**src/rtl/regfile_sb.sv**
```systemverilog
// regfile_sb: DEPTH x WIDTH register file, NREAD combinational read ports, per-register busy scoreboard.
// Optional REGFILE_BYPASS_EN forwards same-cycle write data onto matching read ports.
module regfile_sb #(
   parameter  int WIDTH    = 32,
   parameter  int DEPTH    = 32,
   parameter  int NREAD    = 2,
   parameter  int ZERO_REG = 1,
   localparam int AW       = $clog2(DEPTH)
) (
   input  logic                   clk,
   input  logic                   reset_n,
   input  logic                   we,
   input  logic [AW-1:0]          wa,
   input  logic [WIDTH-1:0]       wd,
   input  logic                   iss,
   input  logic [AW-1:0]          iss_a,
   input  logic [NREAD*AW-1:0]    ra,
   output logic [NREAD*WIDTH-1:0] rd,
   output logic [NREAD-1:0]       rbusy,
   output logic [DEPTH-1:0]       busy_vec
);
   function automatic logic [2**AW-1:0] range_mask();
      logic [2**AW-1:0] m;
      for (int i = 0; i < 2**AW; i++) m[i] = (i < DEPTH);
      return m;
   endfunction
   localparam logic [2**AW-1:0] VALID = range_mask();
   // An address is live when it names a real register other than a hard-wired zero.
   function automatic logic live(input logic [AW-1:0] a);
      return VALID[a] && !(ZERO_REG != 0 && a == '0);
   endfunction
   logic [WIDTH-1:0] rf_q [DEPTH];
   logic [WIDTH-1:0] rf_d [DEPTH];
   logic [DEPTH-1:0] busy_q, busy_d;
   logic             wr_ok, iss_ok;
   assign wr_ok  = reset_n && we && live(wa);
   assign iss_ok = reset_n && iss && live(iss_a);
   // Issue is applied after the write clear so a new producer supersedes the retiring one.
   always_comb begin
      rf_d   = rf_q;
      busy_d = busy_q;
      if (wr_ok) begin
         rf_d[wa]   = wd;
         busy_d[wa] = 1'b0;
      end
      if (iss_ok) busy_d[iss_a] = 1'b1;
   end
   always_ff @(posedge clk or negedge reset_n)
      if (!reset_n) begin
         for (int i = 0; i < DEPTH; i++) rf_q[i] <= '0;
         busy_q <= '0;
      end else begin
         rf_q   <= rf_d;
         busy_q <= busy_d;
      end
   assign busy_vec = busy_q;
   for (genvar k = 0; k < NREAD; k++) begin : g_rd
      logic [AW-1:0] a;
      logic          hit, byp;
      assign a   = ra[k*AW +: AW];
      assign hit = live(a);
`ifdef REGFILE_BYPASS_EN
      assign byp = wr_ok && wa == a;
`else
      assign byp = 1'b0;
`endif
      assign rd[k*WIDTH +: WIDTH] = byp ? wd : hit ? rf_q[a] : '0;
      assign rbusy[k]             = byp ? (iss_ok && iss_a == a) : hit && busy_q[a];
   end
endmodule

```
**config.mk**
```make
export PLATFORM = sky130hd
export DESIGN_NAME = regfile_sb
export DESIGN_NICKNAME = d
export VERILOG_FILES = /design/src/rtl/regfile_sb.sv
export SDC_FILE = /design/constraint.sdc
export NUM_CORES = 2
export LEC_CHECK = 0
export ABC_CLOCK_PERIOD_IN_PS = 1950
export BUFFER_PORTS_ARGS = -buffer_cell sky130_fd_sc_hd__buf_2
export CAP_MARGIN = 20
export CELL_PAD_IN_SITES_DETAIL_PLACEMENT = 0
export CELL_PAD_IN_SITES_GLOBAL_PLACEMENT = 2
export CORE_MARGIN = 2
export CORE_UTILIZATION = 33
export DETAILED_ROUTE_END_ITERATION = 12
export PLACE_DENSITY_LB_ADDON = 0.3
export SYNTH_ARGS = -nofsm -noshare
export SYNTH_HDL_FRONTEND = slang
export SYNTH_SLANG_ARGS = --single-unit
```
**constraint.sdc**
```tcl
create_clock -name clk -period 1.95 [get_ports clk]
set_input_delay 0.195 -clock clk [delete_from_list [all_inputs] [get_ports clk]]
set_output_delay 0.195 -clock clk [all_outputs]
set_load 0.005 [all_outputs]
```
; ---- Word-level counts from Yosys, hierarchy flattened
; Memories as Yosys holds them, arrays and structs flattened.
; Index checks and enable logic that the tools add are counted.
[word_totals]
in_bits = 56
ram_bits = 0
out_inout_bits = 98
memories = 4
romBits = 128
latch_bits = 0
regBits = 1056
word_cells = 99
[op_classes]
n_mul = 0
n_lt_le_gt_ge = 10
shift = 0
n_reduce_logical = 21
bitwise_logic = 6
n_mux = 25
eq_ne = 0
div = 0
addsub = 0
[mem_list]
columns = name, depth, width, read_ports, rd_ports_with_merged_regs, write_ports, line
row1 = (no name shown), 32, 1, 1, 0, 0, 30  ; return VALID[a] && !(ZERO_REG != 0 && a == '0);
row2 = (no name shown), 32, 1, 1, 0, 0, 30
row3 = (no name shown), 32, 1, 1, 0, 0, 30
row4 = (no name shown), 32, 1, 1, 0, 0, 30
[ops]
columns = operator, n
row1 = 1024-bit bitwise mux, 1
row2 = 32-bit binary-select mux with 5-bit select, 2
row3 = 32-bit two-way mux, 9
row4 = 32-bit demux with 5-bit select, 1
row5 = 32-bit AND, 1
row6 = 32-bit NOT, 1
row7 = 32-bit OR, 1
row8 = "5-bit by 6-bit less-than comparator with 1-bit output, second input constant", 4
row9 = 5-bit zero test, 4
row10 = "6-bit >= comparator, second input constant", 3
row11 = 5-bit NOT with 6-bit output, 3
row12 = 1-bit logical AND, 13
row13 = 1-bit binary-select mux with 5-bit select, 2
row14 = 1-bit demux with 5-bit select, 2
row15 = "5-bit by 1-bit >= comparator with 1-bit output, second input constant", 2
row16 = 1-bit two-way mux, 8
row17 = "6-bit by 1-bit less-than comparator with 1-bit output, second input constant", 1
row18 = 1-bit zero test, 4

; ---- Logic depth before layout (Yosys ltp)
[depth]
ltp_word = 9
mapped_depth = 9
ltp_nobuf = 4

; ---- Worst setup path before layout
; Ideal clock, no wire load.
[synth_timing]
path_kind = input -> output
from = input ra[7]
to = output rd[32]
t_arrival_ns = 1.847
path_stages = 7
n_path_buf = 3
setup_slack_ns = -0.092
t_required_ns = 1.755
cell_sequence = buf_2 buf_2 clkbuf_1 mux4_2 a22o_1 a2111oi_0 nor3_1
[synth_via]
elab_chain_cells = 5
word_cells_on_any_way = 10
classes_between = mux (5) / bitwise (1) / reduce/logical (3) / memory (1)
[synth_rtl]
columns = item, line
row1 = from (decl), 17  ; input logic [NREAD*AW-1:0] ra,
row2 = 5-bit NOT with 6-bit output (not written as such), 67  ; assign rd[k*WIDTH +: WIDTH] = byp ? wd : hit ? rf_q[a] : '0;
row3 = 32-bit binary-select mux with 5-bit select, 67
row4 = 32-bit two-way mux (not written as such) (2 in a row), 67
row5 = 32-bit two-way mux (*), 67
row6 = to (decl), 18  ; output logic [NREAD*WIDTH-1:0] rd,
; Every way passes the cells marked *; elsewhere a longest branch is shown, timed or not. The select of a mux whose other input is x is not followed.

; ---- Worst setup path in the final report
[layout_timing]
from = register rf_q[14] (netlist name)
to = output rd[14]
[layout_via]
elab_chain_cells = 4
[layout_rtl]
columns = item, line
row1 = from (decl), 32  ; logic [WIDTH-1:0] rf_q [DEPTH];
row2 = from (signal assigned), 53  ; rf_q <= rf_d;
row3 = 32-bit binary-select mux with 5-bit select, 67
row4 = 32-bit two-way mux (not written as such) (2 in a row), 67
row5 = 32-bit two-way mux, 67
; No other way between the ends. The select of a mux whose other input is x is not followed.

==> impl_results.md <==
* Total track usage at 0.245
* H-tree depth at 3
* TritonCTS Sinks at between 1000 and 1500
* Non-filler instance count after layout at 6734
* Die height at 416 um
* Pleak at 32.6 nW
* DR iter-0 viols at 2874
* Flops & latches, synth at roughly 1100
* RD Place Congestion at 0.837
* CP endpoint kind: output pin
* Placed cells at 6485
* Layout cells sized above 1 at 0.592
* CTS root buffer: clkbuf_16
* Hold Vio Cnt, Final at 0
* Antenna-violating nets left at 0
* WHS at 0.0941 ns
* Post-synth EDFFs at 0
* FMAX at 0.350 GHz
* Final Routed Wirelength at 212 mm
* Setup Viol. Count Final at between 60 and 70
* Die area at 173000 sq um
* Clk_lat worst skew at about 0.75 ns
* Ports at between 150 and 200
* Synth area leader: dfrtp_1
* Metal2 WL at slightly above 100 mm
* Area delta synth->final at 28.6%
* Synth top area share at 0.472
* Fin crit period at 2.86 ns
* Post-synthesis sequential area ratio at 0.472
* Metal3 WL at 10.3 mm
* Failing checks: negative setup slack
* Design area at 72000 sq um
* Worst hold path class: in -> reg
* Vias at between 30000 and 40000
* Clock slew seen by the registers of the worst setup and hold paths at 0.06 ns
* Max Root-Sink Buffers at 3
* DR top layer: met5
* Nets at 4467
* Area of the mapped netlist at 56000 sq um
* CTS tree: built
* RSZ-0062 raised after global routing: yes
* Met1 Wirelength at 92.1 mm
* Peak VDD IR at 0.715 mV
* Slew HR at 0.391
* Vias in the first global route at around 41000
* Cell area power density at 885 nW/um^2
* Final count of pins violating max slew at 0
* Worst setup margin at -0.907 ns
* Pre-CTS WS at -0.886 ns
* Starting Density at 0.332
* Required time of the critical path at 1.75 ns
* DR WL/cell at around 31 um
* Status: finished, violations left
* Clock buffer count from CTS at 120
* Row cnt at 151
* Final period util at 1.47
* Drt first pass iters at 7
* Die width at about 420 um
* GRT overflow at 0
* Number of port buffers at around 150
* Top cells by area, synth: dfrtp_1 (47%), mux4_2 (20%), mux2_2 (15%)
* Fin Clk Skew at 0 ns
* Synth Area per Inst at approximately 15 sq um
* Pin slew with the least headroom to its limit at 0.913 ns
* DPL Wire Length at 143 mm
* Overall Power at between 60 and 70 mW
* Via density at ~5.7
* Initial antenna violation count at 23
* Mapped Cells at about 3700
* DP Area at 66000 sq um
* Worst setup SP type: flop
* DRC at 0
* First-pass GRT wire length at 307 mm
* Predominant post-synthesis flop cell: dfrtp_1
* WP data arrival at 2.66 ns
* Synth Warn # at 0
* Core area at 169000 sq um
* Netlist cell types at 52
* Crit Path Category: reg -> out
* Largest net degree at the start of global routing at 132
* Max_cap viols at 0
* Crit Path Max Fanout at 3
* Async SR Flop Fraction at 1.00
* Syn nets at 3731
==> registers in the layout, indices dropped and copies added, names as in the netlist <==
register,cells
busy_vec,32
rf_q,1024
==> worst paths after layout <==
path / startpoint / slack (ns) / cells after the start / end
worst min register to register: rf_q[1004] / 0.40 / 0 / rf_q[1004]
min in group asynchronous: reset_n / 0.31 / 3 / rf_q[897]
max in group asynchronous: reset_n / 0.33 / 4 / rf_q[695]
worst max register to register: rf_q[24] / 0.94 / 3 / rf_q[24]
worst max-delay path: rf_q[14] / -0.91 / 5 / rd[14]
worst min-delay path: wd[8] / 0.09 / 2 / rf_q[840]
==> cell usage after synthesis (27+ instances only) <==
cell	count
a2111oi_0	27
a211oi_1	38
a22o_1	55
buf_2	133
buf_4	32
clkbuf_1	220
dfrtp_1	1056
mux2_1	294
mux2_2	731
mux2i_1	156
mux4_2	488
nor2_1	29
nor3_1	57
o221ai_1	27
o22ai_1	93
==> per-layer routing <==
layer,track usage,vias up
met3,0.0382,364
met4,0.0794,12
met5,0,-
met2,0.402,1037
li1,-,15800
met1,0.332,21100
==> layout make-up <==
class / count / area [sq um]
Antenna cell: 6 / 15.0
Clock buffer: 181 / 3590
Clock inverter: 40 / 460
Fill cell: 15500 / 96900
Inverter: 26 / 97.6
Multi-Input combinational cell: 2162 / 29300
Sequential cell: 1056 / 26400
Tap cell: 2218 / 2780
Timing Repair Buffer: 1045 / 9390
==> cell usage in the layout (no fill, tap or decap), types with 23 or more instances in the layout <==
master and instances:
inv_1 25, buf_12 131, mux4_2 488, clkinv_2 26, clkbuf_16 122, buf_4 727, a22o_1 49, o221ai_1 27
nor2_4 23, dfrtp_1 1056, clkbuf_1 27, mux2_1 294, nor3_2 28, clkbuf_8 32, a211oi_2 25, nor3_4 24
mux2_2 728, mux2i_1 150, buf_2 128, o22ai_1 67, buf_6 46
==> power breakdown <==
part	switching (mW)	internal, mW	total (mW)
Sequential	1.98	24.8	26.7
Combinational	5.67	7.79	13.5
Clock	9.73	13.8	23.5
==> worst max-delay path, cell delays in order (launching register included) <==
cell and delay, ns:
dfrtp_1 0.40, mux4_2 0.49, mux4_2 0.59, o22ai_4 0.17, nor3_4 0.10, buf_2 0.15
==> repair_timing <==
item | 4_1_cts | 5_1_grt
endpoints found under the setup margin | 66 | 69
hold endpoints to repair | 289 | 32
hold buffers | 8 | 1
setup buffers | 34 | 10
resized for setup | 267 | 48
pin swaps | 115 | 38
==> metrics by stage <==
stage | utilization | TNS [ns]
after floorplan | - | 0
after global placement | 0.390 | -48.44
after detailed placement | 0.391 | -51.09
after CTS | 0.424 | -50.77
after global routing | 0.426 | -50.77
final | 0.426 | -46.91
==> kinds of logic (layout without fill, tap and decap cells) <==
group           after synthesis  in the layout  synth area share
mux                        1669           1669             0.430
buf+inv                     457           1292            0.0391
flops                      1056           1056             0.472
simple gates                196            196            0.0186
other cells                   0              6                 0
compound gates              297            297            0.0400
Power figures use the tool's default switching activity.
